[config.mk]
export PLATFORM = sky130hd
export DESIGN_NAME = branch_recovery_ctrl_flat
export DESIGN_NICKNAME = d
export VERILOG_FILES = /design/src/rtl/branch_recovery_ctrl_if.sv /design/src/rtl/branch_recovery_ctrl.sv /design/src/flat_wrapper.sv
export SDC_FILE = /design/constraint.sdc
export NUM_CORES = 1
export LEC_CHECK = 0
export CAP_MARGIN = 20
export CORE_AREA = 3 3 125 139
export CTS_CLUSTER_DIAMETER = 150
export DETAILED_ROUTE_END_ITERATION = 16
export DIE_AREA = 0 0 128 142
export GPL_TIMING_DRIVEN = 0
export PLACE_DENSITY_LB_ADDON = 0.1
export REMOVE_ABC_BUFFERS = 1
export SYNTH_ARGS = -nofsm -noshare
export SYNTH_HDL_FRONTEND = slang
export SYNTH_SLANG_ARGS = --single-unit
[constraint.sdc]
create_clock -name i_clk -period 1.5 [get_ports i_clk]
set_input_delay 0.3 -clock i_clk [delete_from_list [all_inputs] [get_ports i_clk]]
set_output_delay 0.3 -clock i_clk [all_outputs]
set_load 0.05 [all_outputs]
[src/rtl/branch_recovery_ctrl_if.sv]
// Predictor-update channel: one resolved branch per valid/ready transfer
// from the branch recovery controller to the branch predictor/BTB.
interface branch_recovery_ctrl_if #(
  parameter int WIDTH = 32
);
  logic             Upd_Valid;
  logic [WIDTH-1:0] Upd_PC;
  logic [WIDTH-1:0] Upd_Target;
  logic             Upd_Taken;
  logic             Upd_Ready;

  modport master (
    output Upd_Valid,
    output Upd_PC,
    output Upd_Target,
    output Upd_Taken,
    input  Upd_Ready
  );

  modport slave (
    input  Upd_Valid,
    input  Upd_PC,
    input  Upd_Target,
    input  Upd_Taken,
    output Upd_Ready
  );
endinterface

[src/rtl/branch_recovery_ctrl.sv]
// EX-stage branch resolution: redirects IF and flushes IF/ID + ID/EX on a
// misprediction, and posts one predictor update per consumed branch.
module branch_recovery_ctrl #(
  parameter int WIDTH        = 32,
  parameter int FLUSH_CYCLES = 2,
  parameter int CNT_W        = 16
) (
  input  logic                   i_clk,
  input  logic                   i_rst_n,
  input  logic                   i_Br_Valid,
  input  logic                   i_Br_Taken,
  input  logic                   i_Pred_Taken,
  input  logic                   i_PPC_Eq,
  input  logic [WIDTH-1:0]       i_New_PC,
  input  logic [WIDTH-1:0]       i_Br_PC,
  output logic                   o_Redirect,
  output logic [WIDTH-1:0]       o_Redirect_PC,
  output logic                   o_Flush,
  output logic                   o_Stall,
  output logic [CNT_W-1:0]       o_Mispred_Cnt,
  branch_recovery_ctrl_if.master upd
);

  typedef enum logic {IDLE, FLUSH} state_t;

  localparam logic [3:0] FLUSH_LAST = 4'(FLUSH_CYCLES - 1);

  state_t           state_q, state_d;
  logic [3:0]       flush_cnt_q, flush_cnt_d;
  logic             redirect_q, redirect_d;
  logic [WIDTH-1:0] redirect_pc_q, redirect_pc_d;
  logic             upd_valid_q, upd_valid_d;
  logic [WIDTH-1:0] upd_pc_q, upd_pc_d;
  logic [WIDTH-1:0] upd_target_q, upd_target_d;
  logic             upd_taken_q, upd_taken_d;
  logic [CNT_W-1:0] cnt_q, cnt_d;

  logic stall;
  logic consume;
  logic mispred;

  // Branches arriving in FLUSH are wrong-path: never consumed or stalled.
  always_comb begin
    stall   = i_Br_Valid & (state_q == IDLE) & upd_valid_q & ~upd.Upd_Ready;
    consume = i_Br_Valid & (state_q == IDLE) & ~stall;
    mispred = consume & ((i_Br_Taken != i_Pred_Taken) | (i_Br_Taken & ~i_PPC_Eq));
  end

  always_comb begin
    state_d       = state_q;
    flush_cnt_d   = flush_cnt_q;
    redirect_d    = mispred;
    redirect_pc_d = redirect_pc_q;
    upd_valid_d   = upd_valid_q;
    upd_pc_d      = upd_pc_q;
    upd_target_d  = upd_target_q;
    upd_taken_d   = upd_taken_q;
    cnt_d         = cnt_q;

    case (state_q)
      IDLE: begin
        if (mispred) begin
          state_d     = FLUSH;
          flush_cnt_d = FLUSH_LAST;
        end
      end
      FLUSH: begin
        if (flush_cnt_q == 4'd0) begin
          state_d = IDLE;
        end else begin
          flush_cnt_d = flush_cnt_q - 4'd1;
        end
      end
      default: state_d = IDLE;
    endcase

    if (mispred) begin
      redirect_pc_d = i_New_PC;
    end

    // A load in the same cycle as an accept overrides the drain.
    if (upd_valid_q & upd.Upd_Ready) begin
      upd_valid_d = 1'b0;
    end
    if (consume) begin
      upd_valid_d  = 1'b1;
      upd_pc_d     = i_Br_PC;
      upd_target_d = i_New_PC;
      upd_taken_d  = i_Br_Taken;
    end

    if (mispred && (cnt_q != {CNT_W{1'b1}})) begin
      cnt_d = cnt_q + 1'b1;
    end
  end

  always_ff @(posedge i_clk or negedge i_rst_n) begin
    if (!i_rst_n) begin
      state_q       <= IDLE;
      flush_cnt_q   <= 4'd0;
      redirect_q    <= 1'b0;
      redirect_pc_q <= '0;
      upd_valid_q   <= 1'b0;
      upd_pc_q      <= '0;
      upd_target_q  <= '0;
      upd_taken_q   <= 1'b0;
      cnt_q         <= '0;
    end else begin
      state_q       <= state_d;
      flush_cnt_q   <= flush_cnt_d;
      redirect_q    <= redirect_d;
      redirect_pc_q <= redirect_pc_d;
      upd_valid_q   <= upd_valid_d;
      upd_pc_q      <= upd_pc_d;
      upd_target_q  <= upd_target_d;
      upd_taken_q   <= upd_taken_d;
      cnt_q         <= cnt_d;
    end
  end

  assign o_Redirect     = redirect_q;
  assign o_Redirect_PC  = redirect_pc_q;
  assign o_Flush        = (state_q == FLUSH);
  assign o_Stall        = stall;
  assign o_Mispred_Cnt  = cnt_q;
  assign upd.Upd_Valid  = upd_valid_q;
  assign upd.Upd_PC     = upd_pc_q;
  assign upd.Upd_Target = upd_target_q;
  assign upd.Upd_Taken  = upd_taken_q;

endmodule

[src/flat_wrapper.sv]
// flat-port wrapper written by rule: the top's interface ports become plain ports
module branch_recovery_ctrl_flat 
#(
  parameter int WIDTH        = 32,
  parameter int FLUSH_CYCLES = 2,
  parameter int CNT_W        = 16
)
  (i_clk, i_rst_n, i_Br_Valid, i_Br_Taken, i_Pred_Taken, i_PPC_Eq, i_New_PC, i_Br_PC, o_Redirect, o_Redirect_PC, o_Flush, o_Stall, o_Mispred_Cnt, upd_Upd_Valid, upd_Upd_PC, upd_Upd_Target, upd_Upd_Taken, upd_Upd_Ready);
  branch_recovery_ctrl_if #(.WIDTH(WIDTH)) upd_i ();
  input  logic i_clk;
  input  logic i_rst_n;
  input  logic i_Br_Valid;
  input  logic i_Br_Taken;
  input  logic i_Pred_Taken;
  input  logic i_PPC_Eq;
  input  logic [WIDTH-1:0] i_New_PC;
  input  logic [WIDTH-1:0] i_Br_PC;
  output logic o_Redirect;
  output logic [WIDTH-1:0] o_Redirect_PC;
  output logic o_Flush;
  output logic o_Stall;
  output logic [CNT_W-1:0] o_Mispred_Cnt;
  output wire logic [$bits(upd_i.Upd_Valid)-1:0] upd_Upd_Valid;
  output wire logic [$bits(upd_i.Upd_PC)-1:0] upd_Upd_PC;
  output wire logic [$bits(upd_i.Upd_Target)-1:0] upd_Upd_Target;
  output wire logic [$bits(upd_i.Upd_Taken)-1:0] upd_Upd_Taken;
  input wire logic [$bits(upd_i.Upd_Ready)-1:0] upd_Upd_Ready;
  assign upd_Upd_Valid = upd_i.Upd_Valid;
  assign upd_Upd_PC = upd_i.Upd_PC;
  assign upd_Upd_Target = upd_i.Upd_Target;
  assign upd_Upd_Taken = upd_i.Upd_Taken;
  assign upd_i.Upd_Ready = upd_Upd_Ready;
  branch_recovery_ctrl #(.WIDTH(WIDTH), .FLUSH_CYCLES(FLUSH_CYCLES), .CNT_W(CNT_W)) u_core (.i_clk(i_clk), .i_rst_n(i_rst_n), .i_Br_Valid(i_Br_Valid), .i_Br_Taken(i_Br_Taken), .i_Pred_Taken(i_Pred_Taken), .i_PPC_Eq(i_PPC_Eq), .i_New_PC(i_New_PC), .i_Br_PC(i_Br_PC), .o_Redirect(o_Redirect), .o_Redirect_PC(o_Redirect_PC), .o_Flush(o_Flush), .o_Stall(o_Stall), .o_Mispred_Cnt(o_Mispred_Cnt), .upd(upd_i));
endmodule
==> results of run 1 <==
[worst max-delay path: cells and delay by family, from the launching register on]
kind | cells | cell delay [ns]
muxes | 1 | 0.29
buffers and inverters | 2 | 0.38
adders and majority gates | 1 | 0.21
and+or+nand+nor | 3 | 0.35
DFF | 1 | 0.40
[Yosys cell counts]
master	instances
and4_1	1
xnor2_1	2
nor3_1	6
o31ai_1	1
nand2_1	8
nor2_1	2
nand4_1	4
or2_1	1
ha_1	2
inv_1	4
nand4_2	1
nor4_1	3
mux2_2	98
nor4_4	1
o21ai_0	3
nand2b_1	2
dfrtp_1	120
nand3_1	10
o211a_1	1
buf_4	2
nor2b_2	1
mux2_4	1
o2111ai_1	1
o211ai_1	1
nor3b_1	2
buf_6	1
xor2_1	15
nor4_2	4
and2_1	2
and3_1	2
buf_2	10
nor2_2	1
[power by group through the flow]
| stage | Clock, uW | Combinational (uW) | Sequential, uW |
|---|---|---|---|
| finish | 3700 | 12400 | 5670 |
| global route | 3960 | 12900 | 5890 |
| CTS | 3810 | 11900 | 5640 |
| detailed placement | 0 | 11100 | 5650 |
| global placement | 0 | 11000 | 5580 |
| floorplan | 0 | 2080 | 10700 |
[flip-flops by register name, indices dropped and copies added (netlist names)]
signal and cells:
u_core.upd.Upd_Taken 1, u_core.o_Redirect_PC 32, u_core.o_Redirect 1, u_core.upd.Upd_PC 32, u_core.o_Flush 1, u_core.upd.Upd_Target 32
u_core.flush_cnt_q 4, u_core.o_Mispred_Cnt 16, u_core.upd.Upd_Valid 1
[metal layers]
metal	up-vias	wire length, um
met1	1820	5930
met3	17	1190
met5	-	0
met2	138	7190
li1	1599	-
met4	0	258
[layout make-up]
cell class | count | area [sq um]
Multi-Input combinational cell | 176 | 2090
Fill cell | 1419 | 7650
Clock buffer | 22 | 494
Clock inverter | 8 | 47.5
Inverter | 4 | 15.0
Sequential cell | 120 | 3010
Timing Repair Buffer | 235 | 2630
Tap cell | 204 | 255
[repair_timing]
item                                   4_1_cts  5_1_grt
setup endpoints to repair                  234      124
gates cloned                                 7        3
endpoints found under the hold margin       51        0
hold buffers                                 1        0
pin swaps                                    5        9
gates resized for setup                    461       92
buffers inserted                            21       19
[worst max-delay path by stage]
stage	startpoint	endpoint	slack [ns]	depth (start not counted)
floorplan	i_Pred_Taken	u_core.o_Mispred_Cnt[12]	-1.85	3
global route	u_core.o_Mispred_Cnt[1]	u_core.o_Mispred_Cnt[1]	-0.33	7
CTS	u_core.o_Mispred_Cnt[1]	u_core.o_Mispred_Cnt[1]	-0.19	7
global placement	i_rst_n	u_core.upd.Upd_PC[15]	-4.80	1
detailed placement	i_Br_Valid	u_core.o_Mispred_Cnt[1]	-0.77	6
finish	u_core.o_Mispred_Cnt[1]	u_core.o_Mispred_Cnt[1]	-0.24	7
[stage by stage]
stage | worst slack (ns) | total power [uW] | std cells | hold WS (ns)
6_report | -0.239 | 21700 | 769 | 0.228
5_1_grt | -0.328 | 22700 | 769 | 0.231
4_1_cts | -0.195 | 21400 | 753 | 0.421
3_5_place_dp | -0.769 | 16700 | 695 | 0.293
3_3_place_gp | -4.80 | 16600 | 691 | 0.488
2_1_floorplan | -1.85 | 12700 | 300 | 0.00441
[cells by family (layout without fill, tap and decap cells)]
| kind of cell | after synthesis | after routing | share of synthesized area (%) |
|---|---|---|---|
| flip-flops | 120 | 120 | 63.0 |
| multiplexers | 99 | 99 | 23.5 |
| AND/OR/NAND/NOR | 51 | 51 | 6.88 |
| XOR/XNOR | 17 | 17 | 3.13 |
| buffers and inverters | 17 | 269 | 1.92 |
| AO/OA/AOI/OAI | 7 | 7 | 1.02 |
| adder cells (fa/ha/maj) | 2 | 2 | 0.525 |
==> results.sh, run 1 <==
export IMPL_drt_iter0_markers=124
export IMPL_holdPathEnd="u_core.upd.Upd_Valid"
export IMPL_synth_top_area_share_pct=63.0
export IMPL_max_stage_delay_ns=0.40
export IMPL_pin_count=188
export IMPL_drv_cap=0
export IMPL_grt_use_met3_pct=6.57
export IMPL_p_leak_uw=0.00385
export IMPL_setup_tns_ns=-13.12
export IMPL_grtUsageMet2_pct=25.4
export IMPL_report_final_slew_viol_count=0
export IMPL_clk_latency_ns=0.41
export IMPL_avgSynthCellArea_sq_um=15.2
export IMPL_fmax_mhz=575
export IMPL_finalHoldViolations=0
export IMPL_grt_ovfl_total=0
export IMPL_final_cell_mix="dfrtp_1 (117), clkdlybuf4s15_2 (89), mux2_4 (69), clkdlybuf4s50_1 (66), mux2_2 (30)"
export IMPL_worstPathRequired_ns=1.79
export IMPL_comb_power_share_pct=56.9
export IMPL_finish_net_count=627
export IMPL_synth_cells=313
export IMPL_clock_skew_final_ns=0.00717
export IMPL_ys_warn_count=0
export IMPL_r2r_end="u_core.o_Mispred_Cnt[1]"
export IMPL_min_path_cells=3
export IMPL_cts_root_buf="clkbuf_16"
export IMPL_final_area_sq_um=8540
export IMPL_slew_headroom_pct=64.4
export IMPL_start_kind="flop"
export IMPL_grt_busiest_layer="met2"
export IMPL_grt_start_max_net_pins=70
export IMPL_end_kind="flop"
export IMPL_fp_dieW_um=128
export IMPL_path_class="reg -> reg"
export IMPL_status="finished, violations left"
export IMPL_holdCritStartpoint="i_Br_Valid"
export IMPL_wire_per_inst_um=18.9
export IMPL_antenna_left=0
export IMPL_antenna_found_initial=0
export IMPL_reg2reg_from="u_core.o_Mispred_Cnt[1]"
export IMPL_r2r_cells=7
export IMPL_hpwl_um=8380
export IMPL_p_per_area_nw_per_um2=2550
export IMPL_synth_seq_cells=120
export IMPL_grt_pass1_wl_um=21800
export IMPL_final_common_cell="dfrtp_1"
export IMPL_drive_above_1_share_pct=56.8
export IMPL_p_sw_uw=9760
export IMPL_initial_utilization_pct=29.4
export IMPL_via_per_inst=4.65
export IMPL_tritoncts_num_buffers=17
export IMPL_diodes=0
export IMPL_netlist_area_sq_um=4760
export IMPL_violations="setup timing"
export IMPL_cts_sinks=120
export IMPL_grt_pass1_vias=3867
export IMPL_ys_types=32
export IMPL_arrival_ns=2.03
export IMPL_drc_errors=0
export IMPL_gp_congestion=0.702
export IMPL_h_tree_depth=4
export IMPL_core_area_sq_um=16200
export IMPL_cts_tree="yes"
export IMPL_min_path_type="in -> reg"
export IMPL_p_sw_share_pct=44.9
export IMPL_final_min_clock_period_ns=1.74
export IMPL_worst_pin_slew_ns=0.534
export IMPL_grtUsageTotal_pct=15.8
export IMPL_cp_slowest_cell="dfrtp_1"
export IMPL_power_internal_uw=12000
export IMPL_use_met1_pct=18.6
export IMPL_pwr_share_clk_pct=17.0
export IMPL_ff2ff_setup_slack_ns=-0.24
export IMPL_timing_critical_path_cells="ha_2, nand4_1, buf_4, nor4_4, buf_6, nor2_4, mux2_4"
export IMPL_ir_drop_uv=1380
export IMPL_area_delta_synth_final_pct=79.2
export IMPL_postPlaceCellArea_sq_um=6940
export IMPL_yosys_area_top_type="dfrtp_1"
export IMPL_synth_area_leaders="dfrtp_1 (63%), mux2_2 (23%), xor2_1 (2.8%)"
export IMPL_fp_dieH_um=142
export IMPL_p_seq_share_pct=26.1
export IMPL_path_max_fanout=8
export IMPL_setup_violations=112
export IMPL_first_pass_iters=4
export IMPL_dieArea_sq_um=18200
export IMPL_portBuffers=187
export IMPL_row_count=49
export IMPL_vias=3574
export IMPL_min_period_over_period_pct=116
export IMPL_yosysSeqAreaShare_pct=63.0
export IMPL_clock_path_buffers=2
export IMPL_clk_pin_slew_ns=0.05
export IMPL_wl_um=14600
export IMPL_rsz0062_at_grt="true"
export IMPL_fin_util_pct=52.7
export IMPL_final_setup_worst_slack_ns=-0.239
Power figures use the tool's default switching activity.
==> run 2, diff against run 1 <==
- CORE_AREA: 3 3 125 139 -> 3 3 107 161
- DIE_AREA: 0 0 128 142 -> 0 0 110 164
==> run 2 against run 1 <==
Design area is 0.16% lower. Critical path type unchanged. Critical path depth is 2 lower. Largest power group unchanged. Utilization is 0.37 points higher. Clock skew hardly changed. Clock-buffer cell count is 3 lower. Routed wire length is 0.85% lower. Flip-flop and latch count stayed put. Non-clock buffer count is 7 lower. Die area is 0.75% lower. The flow still finishes with violations (setup timing). Sequential power hardly changed. Setup slack better by 0.051 ns. Cell count is 0.39% lower.
==> results.sh, run 2 (synthesis gave the netlist of run 1 again) <==
export IMPL_antenna_found_initial=0
export IMPL_cts_root_buf="clkbuf_16"
export IMPL_h_tree_depth=4
export IMPL_area_delta_synth_final_pct=78.9
export IMPL_antenna_left=0
export IMPL_core_area_sq_um=16000
export IMPL_initial_utilization_pct=29.7
export IMPL_slew_headroom_pct=69.6
export IMPL_final_common_cell="dfrtp_1"
export IMPL_fmax_mhz=592
export IMPL_via_per_inst=4.58
export IMPL_final_cell_mix="dfrtp_1 (115), clkdlybuf4s15_2 (94), mux2_4 (69), clkdlybuf4s50_1 (66), mux2_2 (30)"
export IMPL_final_area_sq_um=8520
export IMPL_clk_pin_slew_ns=0.06
export IMPL_routed_wl_met2_um=8260
export IMPL_setup_violations=94
export IMPL_cts_tree="yes"
export IMPL_report_final_slew_viol_count=0
export IMPL_dp_slack_ns=-0.765
export IMPL_path_class="reg -> reg"
export IMPL_maxUsedRoutingLayer="met4"
export IMPL_grt_pass1_wl_um=22500
export IMPL_drc_errors=0
export IMPL_status="finished, violations left"
export IMPL_postPlaceCellArea_sq_um=6930
export IMPL_fillers=1365
export IMPL_wl_um=14400
export IMPL_drv_cap=0
export IMPL_end_kind="flop"
export IMPL_dr_wl_met3_um=722
export IMPL_path_max_fanout=5
export IMPL_finalHoldViolations=0
export IMPL_wire_per_inst_um=18.9
export IMPL_rsz0062_at_grt="true"
export IMPL_first_pass_iters=4
export IMPL_tritoncts_num_buffers=17
export IMPL_arrival_ns=1.97
export IMPL_grt_start_max_net_pins=82
export IMPL_portBuffers=187
export IMPL_clock_skew_final_ns=0.00730
export IMPL_cts_sinks=120
export IMPL_hpwl_um=8700
export IMPL_vias=3508
export IMPL_min_period_over_period_pct=113
export IMPL_final_setup_worst_slack_ns=-0.188
export IMPL_ir_drop_uv=1270
export IMPL_final_min_clock_period_ns=1.69
export IMPL_fp_dieW_um=110
export IMPL_drt_iter0_markers=96
export IMPL_clock_path_buffers=2
export IMPL_grt_pass1_vias=3929
export IMPL_worst_pin_slew_ns=0.456
export IMPL_fin_util_pct=53.1
export IMPL_p_per_area_nw_per_um2=2550
export IMPL_diodes=0
export IMPL_min_path_type="in -> reg"
export IMPL_fp_dieH_um=164
export IMPL_worstPathRequired_ns=1.78
export IMPL_violations="setup timing"
export IMPL_row_count=57
export IMPL_power_uw=21700
export IMPL_dieArea_sq_um=18000
export IMPL_drive_above_1_share_pct=57.1
export IMPL_clk_latency_ns=0.41
export IMPL_drt_met1_wl_um=5310
export IMPL_p_leak_uw=0.00383
export IMPL_finish_net_count=620
export IMPL_start_kind="flop"
export IMPL_grtUsageTotal_pct=16.7
export IMPL_pin_count=188
export IMPL_gp_congestion=0.721
export IMPL_grt_ovfl_total=0
[run 2: critical path, stage by stage (launching register included)]
cell     delay (ns)
dfrtp_1        0.40
nand4_1        0.23
nor4_4         0.41
buf_4          0.19
nor2_4         0.04
mux2_4         0.28
[run 2: stage by stage]
step | hold WS (ns) | instances | TNS (ns)
6_report | 0.318 | 766 | -4.52
5_1_grt | 0.313 | 766 | -10.91
4_1_cts | 0.377 | 763 | -8.37
3_5_place_dp | 0.244 | 697 | -68.72
3_3_place_gp | 0.485 | 693 | -923.22
2_1_floorplan | 0.00441 | 300 | -178.87
[run 2: metal layers]
| metal | up-vias | global-route usage, % |
|---|---|---|
| met5 | - | 0 |
| met4 | 0 | 4.82 |
| met3 | 10 | 4.68 |
| met2 | 96 | 30.2 |
| met1 | 1820 | 18.6 |
| li1 | 1582 | - |
[run 2: layout make-up]
cell class                 count  area [sq um]  share of cell area [%]
clock inverter                13           124                    1.45
multi-input combinational    176          2120                    24.9
tap                          206           258                    3.02
inverter                       4          15.0                   0.176
sequential                   120          3010                    35.3
clock buffer                  19           443                    5.20
timing repair buffer         228          2550                    29.9
[run 2: worst paths after layout]
check	from	endpoint	slack [ns]	cells after the start
setup / recovery	u_core.o_Mispred_Cnt[11]	u_core.o_Mispred_Cnt[1]	-0.19	5
hold / removal	i_Br_Valid	u_core.upd.Upd_Valid	0.32	4
setup reg to reg	u_core.o_Mispred_Cnt[11]	u_core.o_Mispred_Cnt[1]	-0.19	5
hold reg to reg	u_core.o_Mispred_Cnt[15]	u_core.o_Mispred_Cnt[15]	0.49	1
max in group asynchronous	i_rst_n	u_core.o_Mispred_Cnt[9]	0.34	3
min in group asynchronous	i_rst_n	u_core.upd.Upd_PC[20]	0.37	2
[run 2: report_power, final]
| group | leakage (uW) | switching (uW) | total [uW] | internal, uW |
|---|---|---|---|---|
| combinational | 0.00214 | 7400 | 12200 | 4790 |
| clock | 0.000258 | 1560 | 3900 | 2330 |
| sequential | 0.00143 | 897 | 5650 | 4750 |
| total | 0.00383 | 9860 | 21700 | 11900 |
[run 2: what timing repair did]
action | in CTS | in global routing
gates resized for setup | 499 | 38
cloned | 10 | 0
hold buffers | 1 | 0
hold endpoints to repair | 39 | 0
endpoints found under the setup margin | 209 | 124
buffers inserted | 23 | 8
pin swaps | 9 | 13
==> run 3, diff against run 2 <==
- clock period: 1.5 -> 2 ns (I/O delays scaled with it)
==> run 3 against run 2 <==
The flow now finishes without violations. Clock power shrank 26%. Register-to-register slack improved by 0.36 ns. Non-clock buffer count is 33 lower. Critical endpoint is now o_Redirect_PC[12]. Highest routed layer unchanged. Largest power group unchanged. Design area shrank 11%. Critical path type is now reg -> out. Via count shrank 5.9%.
==> results.sh, run 3 (synthesis gave the netlist of run 1 again) <==
export IMPL_antenna_left=0
export IMPL_p_per_area_nw_per_um2=1970
export IMPL_clk_pin_slew_ns=0.06
export IMPL_antenna_found_initial=0
export IMPL_fp_dieH_um=164
export IMPL_portBuffers=187
export IMPL_initial_utilization_pct=29.7
export IMPL_grtUsageTotal_pct=14.2
export IMPL_hpwl_um=8700
export IMPL_final_setup_worst_slack_ns=0.0335
export IMPL_ir_drop_uv=894
export IMPL_finish_net_count=587
export IMPL_path_class="reg -> out"
export IMPL_startpoint="u_core.o_Redirect_PC[12]"
export IMPL_drt_iter0_markers=70
export IMPL_p_leak_uw=0.00374
export IMPL_critical_path_top_delay_family="buffers and inverters"
export IMPL_fp_dieW_um=110
export IMPL_min_period_over_period_pct=98.3
export IMPL_rsz0062_at_grt="false"
export IMPL_drv_cap=0
export IMPL_timing_critical_path_cells="clkdlybuf4s50_1"
export IMPL_pin_count=188
export IMPL_crit_path_end="o_Redirect_PC[12]"
export IMPL_r2r_end="u_core.o_Mispred_Cnt[12]"
export IMPL_path_max_fanout=2
export IMPL_gp_congestion=0.721
export IMPL_ff2ff_setup_slack_ns=0.17
export IMPL_fin_util_pct=47.5
export IMPL_reg2reg_from="u_core.o_Flush"
export IMPL_fmax_mhz=509
export IMPL_grt_pass1_vias=3598
export IMPL_final_cell_mix="dfrtp_1 (120), mux2_2 (98), clkdlybuf4s50_1 (91), dlymetal6s2s_1 (52), dlygate4sd2_1 (42)"
export IMPL_cts_sinks=120
export IMPL_clock_skew_final_ns=0.00635
export IMPL_worstPathRequired_ns=1.60
export IMPL_cts_root_buf="clkbuf_16"
export IMPL_dieArea_sq_um=18000
export IMPL_core_area_sq_um=16000
export IMPL_max_stage_delay_ns=0.83
export IMPL_grt_pass1_wl_um=19400
export IMPL_final_min_clock_period_ns=1.97
export IMPL_cp_slowest_cell="clkdlybuf4s50_1"
export IMPL_clk_latency_ns=0.40
export IMPL_wire_per_inst_um=16.8
export IMPL_first_pass_iters=4
export IMPL_cts_tree="yes"
export IMPL_cp_depth=1
export IMPL_status="finished, final reports clean"
export IMPL_start_kind="flop"
export IMPL_wl_um=12300
export IMPL_clock_path_buffers=2
export IMPL_report_final_slew_viol_count=0
export IMPL_min_path_type="in -> async"
export IMPL_grt_start_max_net_pins=82
export IMPL_critPathBufInv=1
export IMPL_diodes=0
export IMPL_area_delta_synth_final_pct=59.9
export IMPL_finalHoldViolations=0
export IMPL_grt_ovfl_total=0
export IMPL_dp_slack_ns=-0.410
export IMPL_tritoncts_num_buffers=17
export IMPL_r2r_cells=6
export IMPL_slew_headroom_pct=55.9
export IMPL_vias=3300
export IMPL_end_kind="output pin"
export IMPL_final_common_cell="dfrtp_1"
export IMPL_setup_violations=0
export IMPL_drive_above_1_share_pct=28.7
export IMPL_h_tree_depth=4
export IMPL_worst_pin_slew_ns=0.656
export IMPL_drc_errors=0
export IMPL_arrival_ns=1.57
export IMPL_row_count=57
export IMPL_via_per_inst=4.50
[run 3: final cells by class]
cell class | count | area, sq um
flip-flops and latches | 120 | 3000
repair buffers | 195 | 2070
well taps | 206 | 258
fillers | 1518 | 8430
multi-input cells | 176 | 1700
clock buffers | 19 | 443
clock inverters | 13 | 124
inverters | 4 | 15.0
[run 3: stage by stage]
stage          TNS (ns)  hold slack, ns  area (sq um)  total power (uW)  instances
6_report              0           0.471          7620             15000        733
3_5_place_dp     -21.67           0.344          6930             12600        697
5_1_grt               0           0.500          7620             15700        733
3_3_place_gp    -826.09           0.485          6820             12500        693
2_1_floorplan   -124.08           0.104          4690              9560        300
4_1_cts               0           0.477          7480             15300        733
[run 3: layer usage]
| metal | part of all wire, % | GRT usage [%] | vias to the layer above |
|---|---|---|---|
| li1 | - | - | 1521 |
| met3 | 5.9 | 5.03 | 9 |
| met2 | 58 | 25.8 | 94 |
| met4 | 1.1 | 4.65 | 0 |
| met1 | 35 | 14.9 | 1676 |
| met5 | 0 | 0 | - |
[run 3: how the worst min path moves through the flow]
stage,slack [ns],startpoint,end,cells past startpoint
4_1_cts,0.48,i_rst_n,u_core.upd.Upd_PC[19],2
5_1_grt,0.50,i_rst_n,u_core.upd.Upd_PC[20],2
2_1_floorplan,0.10,i_rst_n,u_core.flush_cnt_q[0],0
3_5_place_dp,0.34,i_rst_n,u_core.upd.Upd_PC[19],1
6_report,0.47,i_rst_n,u_core.upd.Upd_PC[20],2
3_3_place_gp,0.48,u_core.o_Mispred_Cnt[15],u_core.o_Mispred_Cnt[15],1
[run 3: timing repair]
action	in CTS	in global routing
resized for setup	45	57
hold buffers	1	0
setup buffers	3	0
gates cloned	0	0
setup endpoints to repair	48	54
hold endpoints to repair	39	0
pin swaps	1	0
[run 3: power breakdown]
group	switching [uW]	total [uW]	leakage, uW	internal [uW]
registers	597	4160	0.00144	3560
logic	5200	7950	0.00205	2750
clock network	1150	2900	0.000258	1750
total	6940	15000	0.00374	8060
